## config.mk

```make
export PLATFORM = sky130hd
export DESIGN_NAME = float_mul_pipe_flat
export DESIGN_NICKNAME = d
export VERILOG_FILES = /design/src/rtl/float_mul_pipe_if.sv /design/src/rtl/float_mul_pipe.sv /design/src/flat_wrapper.sv
export SDC_FILE = /design/constraint.sdc
export NUM_CORES = 2
export LEC_CHECK = 0
export BUFFER_PORTS_ARGS = -buffer_cell sky130_fd_sc_hd__buf_2
export CAP_MARGIN = 0
export CORE_UTILIZATION = 50
export CTS_BUF_LIST = sky130_fd_sc_hd__clkbuf_4
export CTS_CLUSTER_SIZE = 24
export DETAILED_ROUTE_END_ITERATION = 6
export HOLD_SLACK_MARGIN = 0.12
export PLACE_DENSITY = 0.65
export SYNTH_ARGS = -nofsm -noshare
export SYNTH_HDL_FRONTEND = slang
export SYNTH_SLANG_ARGS = --single-unit
```

## constraint.sdc

```tcl
create_clock -name clk -period 8.98 [get_ports clk]
set_input_delay 0.449 -clock clk [delete_from_list [all_inputs] [get_ports clk]]
set_output_delay 0.449 -clock clk [all_outputs]
set_load 0.005 [all_outputs]
```

## src/rtl/float_mul_pipe_if.sv

```systemverilog
// float_mul_pipe_if -- operand/result bundle between the accelerator
// sequencer and the binary32 multiplier pipeline.
//
// Signals:
//   run      start-of-run pulse from the accelerator
//   running  pipeline enable; registers advance only while high
//   in0      multiplicand, binary32
//   in1      multiplier, binary32
//   out0     product, binary32, three running-high edges after sampling
//
// Modports:
//   master   drives operands and enables, observes the product
//   slave    the multiplier itself
interface float_mul_pipe_if #(
    parameter int DATA_W = 32
);
    logic              run;
    logic              running;
    logic [DATA_W-1:0] in0;
    logic [DATA_W-1:0] in1;
    logic [31:0]       out0;

    modport master (
        output run,
        output running,
        output in0,
        output in1,
        input  out0
    );

    modport slave (
        input  run,
        input  running,
        input  in0,
        input  in1,
        output out0
    );
endinterface

```

## src/rtl/float_mul_pipe.sv

```systemverilog
// float_mul_pipe -- 3-stage IEEE-754 binary32 multiplier feeding the float
// accumulator. Flush-to-zero on denormal inputs, truncating rounding, no
// denormal outputs. Stateless per element; run is accepted but unused.
//
// Ports:
//   clk   clock, all state on rising edge
//   rst   asynchronous active-high reset; clears every stage and out0
//   bus   float_mul_pipe_if.slave: run, running, in0, in1 in; out0 out
//
// Stages:
//   1  unpack: sign, biased exponent sum, mantissas with hidden bit, flags
//   2  48-bit mantissa product
//   3  normalize, range clamp, special-case select -> out0
module float_mul_pipe #(
    parameter int DATA_W = 32
) (
    input  logic              clk,
    input  logic              rst,
    float_mul_pipe_if.slave   bus
);

    localparam logic [31:0] QNAN = 32'h7FC0_0000;

    // ------------------------------------------------------------------
    // Stage 1: unpack and classify
    // ------------------------------------------------------------------
    logic [7:0]  ea, eb;
    logic [22:0] fa, fb;
    logic        a_zero, b_zero, a_inf, b_inf, a_nan, b_nan;

    assign ea = bus.in0[30:23];
    assign eb = bus.in1[30:23];
    assign fa = bus.in0[22:0];
    assign fb = bus.in1[22:0];

    // Exponent 0 covers both true zero and denormals: both flush to zero.
    assign a_zero = (ea == 8'h00);
    assign b_zero = (eb == 8'h00);
    assign a_inf  = (ea == 8'hFF) && (fa == 23'h0);
    assign b_inf  = (eb == 8'hFF) && (fb == 23'h0);
    assign a_nan  = (ea == 8'hFF) && (fa != 23'h0);
    assign b_nan  = (eb == 8'hFF) && (fb != 23'h0);

    logic              s1_sign_d, s1_nan_d, s1_inf_d, s1_zero_d;
    logic signed [9:0] s1_exp_d;
    logic [23:0]       s1_ma_d, s1_mb_d;

    assign s1_sign_d = bus.in0[31] ^ bus.in1[31];
    // Ten signed bits hold -127..+383 without wrap.
    assign s1_exp_d  = $signed({2'b00, ea}) + $signed({2'b00, eb}) - 10'sd127;
    assign s1_ma_d   = {1'b1, fa};
    assign s1_mb_d   = {1'b1, fb};
    // inf x zero is invalid and folds into the NaN flag.
    assign s1_nan_d  = a_nan | b_nan | (a_inf & b_zero) | (b_inf & a_zero);
    assign s1_inf_d  = a_inf | b_inf;
    assign s1_zero_d = a_zero | b_zero;

    logic              s1_sign_q, s1_nan_q, s1_inf_q, s1_zero_q;
    logic signed [9:0] s1_exp_q;
    logic [23:0]       s1_ma_q, s1_mb_q;

    // ------------------------------------------------------------------
    // Stage 2: mantissa product
    // ------------------------------------------------------------------
    logic [47:0]       s2_prod_d;
    assign s2_prod_d = s1_ma_q * s1_mb_q;

    logic              s2_sign_q, s2_nan_q, s2_inf_q, s2_zero_q;
    logic signed [9:0] s2_exp_q;
    logic [47:0]       s2_prod_q;

    // ------------------------------------------------------------------
    // Stage 3: normalize, clamp, special select
    // ------------------------------------------------------------------
    // Product of two [1,2) mantissas lies in [1,4); bit 47 set means [2,4)
    // and needs a one-place shift with exponent increment. Bits below the
    // kept 23 are simply dropped (truncation toward zero).
    logic signed [9:0] exp_n;
    logic [22:0]       mant_n;
    logic [31:0]       out0_d;

    assign exp_n  = s2_prod_q[47] ? (s2_exp_q + 10'sd1) : s2_exp_q;
    assign mant_n = s2_prod_q[47] ? s2_prod_q[46:24] : s2_prod_q[45:23];

    always_comb begin
        out0_d = {s2_sign_q, exp_n[7:0], mant_n};
        if (s2_nan_q) begin
            out0_d = QNAN;
        end else if (s2_inf_q) begin
            out0_d = {s2_sign_q, 8'hFF, 23'h0};
        end else if (s2_zero_q) begin
            out0_d = {s2_sign_q, 31'h0};
        end else if (exp_n >= 10'sd255) begin
            out0_d = {s2_sign_q, 8'hFF, 23'h0};
        end else if (exp_n <= 10'sd0) begin
            out0_d = {s2_sign_q, 31'h0};
        end
    end

    logic [31:0] out0_q;
    assign bus.out0 = out0_q;

    // ------------------------------------------------------------------
    // Pipeline registers: cleared by reset, frozen while running is low.
    // An all-zero stage 2 resolves to +0 at the output, so the pipe emits
    // exactly 32'h0 while refilling after reset.
    // ------------------------------------------------------------------
    always_ff @(posedge clk or posedge rst) begin
        if (rst) begin
            s1_sign_q <= 1'b0;
            s1_nan_q  <= 1'b0;
            s1_inf_q  <= 1'b0;
            s1_zero_q <= 1'b0;
            s1_exp_q  <= '0;
            s1_ma_q   <= '0;
            s1_mb_q   <= '0;
            s2_sign_q <= 1'b0;
            s2_nan_q  <= 1'b0;
            s2_inf_q  <= 1'b0;
            s2_zero_q <= 1'b0;
            s2_exp_q  <= '0;
            s2_prod_q <= '0;
            out0_q    <= '0;
        end else if (bus.running) begin
            s1_sign_q <= s1_sign_d;
            s1_nan_q  <= s1_nan_d;
            s1_inf_q  <= s1_inf_d;
            s1_zero_q <= s1_zero_d;
            s1_exp_q  <= s1_exp_d;
            s1_ma_q   <= s1_ma_d;
            s1_mb_q   <= s1_mb_d;
            s2_sign_q <= s1_sign_q;
            s2_nan_q  <= s1_nan_q;
            s2_inf_q  <= s1_inf_q;
            s2_zero_q <= s1_zero_q;
            s2_exp_q  <= s1_exp_q;
            s2_prod_q <= s2_prod_d;
            out0_q    <= out0_d;
        end
    end

    // run carries no meaning for a per-element block; the low product bits
    // are discarded by truncation.
    logic [23:0] unused_bits;
    assign unused_bits = {bus.run, s2_prod_q[22:0]};

endmodule

```

## src/flat_wrapper.sv

```systemverilog
// flat-port wrapper written by rule: the top's interface ports become plain ports
module float_mul_pipe_flat 
#(
    parameter int DATA_W = 32
)
  (clk, rst, bus_run, bus_running, bus_in0, bus_in1, bus_out0);
  float_mul_pipe_if #(.DATA_W(DATA_W)) bus_i ();
  input  logic clk;
  input  logic rst;
  input wire logic [$bits(bus_i.run)-1:0] bus_run;
  input wire logic [$bits(bus_i.running)-1:0] bus_running;
  input wire logic [$bits(bus_i.in0)-1:0] bus_in0;
  input wire logic [$bits(bus_i.in1)-1:0] bus_in1;
  output wire logic [$bits(bus_i.out0)-1:0] bus_out0;
  assign bus_i.run = bus_run;
  assign bus_i.running = bus_running;
  assign bus_i.in0 = bus_in0;
  assign bus_i.in1 = bus_in1;
  assign bus_out0 = bus_i.out0;
  float_mul_pipe #(.DATA_W(DATA_W)) u_core (.clk(clk), .rst(rst), .bus(bus_i));
endmodule
```

==> reports/results.ini <==
[status]
status=finished clean

[die]
io_pins=100
die_y_um=225
start_util=0.506
die_w_um=225
rows=81
die-area_um2=50500
core_area_um2=49000

[finish]
nNetsFinal=3428
layout_common_cells=inv_1 (568), fa_1 (482), nand2_1 (338), and2_1 (294), ha_1 (180)
area_delta_synth_final_pct=6.87
final_common_cell=inv_1
drive_above_1_share=0.0941
nFillCells=4368
ff_latch_area_um2=3300
multi_input_area_um2=18800

[yosys]
synth_edf_count=0
synth_top_area_frac=0.389
ys_ff_latch=132
syn_area_um2=24800
synth_cells=2642
yosys_warnings=0
yosysUniqueCellTypes=72
ys_seq_area_frac=0.133
syn_area_per_cell_um2=9.38
synthFlopType=dfrtp_1
postSynthNetCount=3372
synth_area_leader_cell=fa_1
ys_top_cells_by_area=fa_1 (39%), dfrtp_1 (13%), ha_1 (9.1%)
synthArstFlopShare=1.00

[sta]
clock_skew_ns=0.0268
relSlewSlack=0.153
finalHoldViolations=0
fmax_ghz=0.130
worstMarginPinSlew_ns=1.26
setup_viol=0
finalCriticalPeriod_ns=7.68
timing.final.crit_share=0.856
rsz0062_at_grt=no
slew_viol_final=0
fin_tns_setup_ns=0
layout_setup_ws_ns=1.30

[placement]
gp_congestion=0.875
pre_cts_ws_ns=1.42
dp_hpwl_mm=48.7
io_buffers=98

[clock_network]
cts_root_buffer=clkbuf_4
clk_latency_ns=0.58
cts.sinks=132
cts_resized=0
cts_tree=done
clockBufferDepth=2
cts_max_level=4
clk_pin_slew_ns=0.14
numCtsBuffers=17

[setup_path]
reg2reg_depth=22
crit_arrival_ns=8.13
worstSetupPathType=reg -> reg
crit_path_start_kind=register
critPathMaxStageDelay_ns=1.01
rr_startpoint=u_core.s1_ma_q[19]$_DFFE_PP0P_
endpoint_kind=register
crit_family=adder cells
cp_cell_sequence=nand2_1 > fa_1 > inv_1 > fa_1 > inv_1 > fa_1 > inv_1 > fa_1 > fa_1 > fa_1 > inv_1 > fa_1 > inv_1 > ha_1 > nand4_1 > nor3_1 > nand4_1 > o21ai_1 > nor2_1 > a211oi_4 > a311o_1 > o221ai_1
crit_buf_inv=5
r2r-end=u_core.s2_prod_q[45]$_DFFE_PP0P_
worstPathMaxFanout=25
required_ns=9.42
rrSetupSlack_ns=1.30
crit_slowest_cell=dfrtp_1
crit_path_frequent_cell=fa_1

[global_route]
grt-ovfl-total=0
first_global_vias=19500
track_usage=0.255
grt_pass1_wl_mm=101
antenna_found_initial=3
grt_max_degree=89

[drt]
avgRoutedWirePerCell_um=17.6
antenna_left=0
via_count=17800
drt_wl_total_mm=59.4
drt-vias-per-instance=5.28
route.detailed.drc=0
drtIter0Drc=985
dr.pass1.iters=5

[min_path]
min_to=u_core.s1_ma_q[16]$_DFFE_PP0P_
hold_start=bus_in0[16]
min_path_type=in -> reg
min_delay_path_depth=2

[job]
drv_cap=0

## cells in the mapped netlist (5+ instances only)
library cell and n:
a21o_1 26, a21oi_1 67, and2_1 294, and3_1 6
buf_1 5, clkbuf_1 117, dfrtp_1 132, fa_1 482
ha_1 180, inv_1 569, mux2_2 73, mux2i_1 24
nand2_1 338, nand2b_1 9, nand3_1 14, nand4_1 21
nor2_1 63, nor3_1 15, nor4_1 17, o21ai_0 19
o21bai_1 17, o2bb2ai_1 23, o31ai_1 5, xnor2_1 21
xor2_1 18
## per-stage QoR
stage / area [µm²] / std cells / hold slack, ns / utilization
final: 26500 / 3379 / 0.161 / 0.541
after global routing: 26500 / 3376 / 0.122 / 0.541
after CTS: 26500 / 3374 / 0.121 / 0.541
after detailed placement: 25800 / 3305 / 0.469 / 0.528
after global placement: 25800 / 3305 / 0.467 / 0.528
after floorplan: 24800 / 2642 / 0.446 / -
## how the worst max path moves through the flow
stage                                   start  depth (start not counted)                          endpoint
2_1_floorplan  u_core.s1_ma_q[13]$_DFFE_PP0P_                         25  u_core.s2_prod_q[28]$_DFFE_PP0P_
3_3_place_gp   u_core.s1_ma_q[19]$_DFFE_PP0P_                         22  u_core.s2_prod_q[45]$_DFFE_PP0P_
3_5_place_dp   u_core.s1_ma_q[18]$_DFFE_PP0P_                         22  u_core.s2_prod_q[45]$_DFFE_PP0P_
4_1_cts        u_core.s1_ma_q[19]$_DFFE_PP0P_                         22  u_core.s2_prod_q[45]$_DFFE_PP0P_
5_1_grt        u_core.s1_ma_q[19]$_DFFE_PP0P_                         22  u_core.s2_prod_q[45]$_DFFE_PP0P_
6_report       u_core.s1_ma_q[19]$_DFFE_PP0P_                         22  u_core.s2_prod_q[45]$_DFFE_PP0P_
## layout make-up
type	instances	share of cell area
multi-input combinational	1811	0.711
sequential	132	0.125
inverter	570	0.0810
timing repair buffer	166	0.0415
tap	664	0.0314
clock buffer	18	0.00510
clock inverter	14	0.00477
antenna	4	0.000378
## cell families (layout without fill, tap and decap cells)
| logic type | count (synthesis) | after routing | share of synthesized area |
|---|---|---|---|
| AO/OA/AOI/OAI | 216 | 216 | 0.0626 |
| multiplexers | 97 | 97 | 0.0429 |
| other | 0 | 4 | 0 |
| AND/OR/NAND/NOR | 797 | 797 | 0.161 |
| buffers and inverters | 699 | 768 | 0.107 |
| adder cells (fa/ha/maj) | 662 | 662 | 0.480 |
| flip-flops | 132 | 132 | 0.133 |
| XOR/XNOR | 39 | 39 | 0.0138 |
## metal layers
metal	wire (µm)	track usage	vias to the layer above
li1	-	-	8144
met1	26300	0.353	9121
met2	27900	0.414	481
met3	3720	0.0387	93
met4	1490	0.0759	0
met5	0	0	-
## repair_timing
item,4_1_cts,5_1_grt
setup endpoints to repair,0,0
hold buffers,37,1
setup buffers,0,0
endpoints found under the hold margin,93,1
## registers in the layout, indices dropped and copies added (netlist names)
register / cells
u_core.s1_mb_q: 24
u_core.s2_inf_q: 1
u_core.s1_ma_q: 23
u_core.s1_exp_q: 10
u_core.bus.out0: 32
u_core.s2_zero_q: 1
u_core.s1_zero_q: 1
u_core.s2_nan_q: 1
u_core.s2_sign_q: 1
u_core.s1_inf_q: 1
u_core.s2_prod_q: 25
u_core.s1_nan_q: 1
u_core.s2_exp_q: 10
u_core.s1_sign_q: 1
## worst reg2reg max path: cells and delay by family, from the launching register on
family / cells / cell delay (ns)
buf+inv: 5 / 0.26
simple gates: 5 / 1.29
compound gates: 4 / 0.95
fa+ha+maj: 8 / 4.06
flops: 1 / 1.01
Power is not shown: default switching activity piles up to over one toggle a cycle in this logic, so the estimate is an artifact.
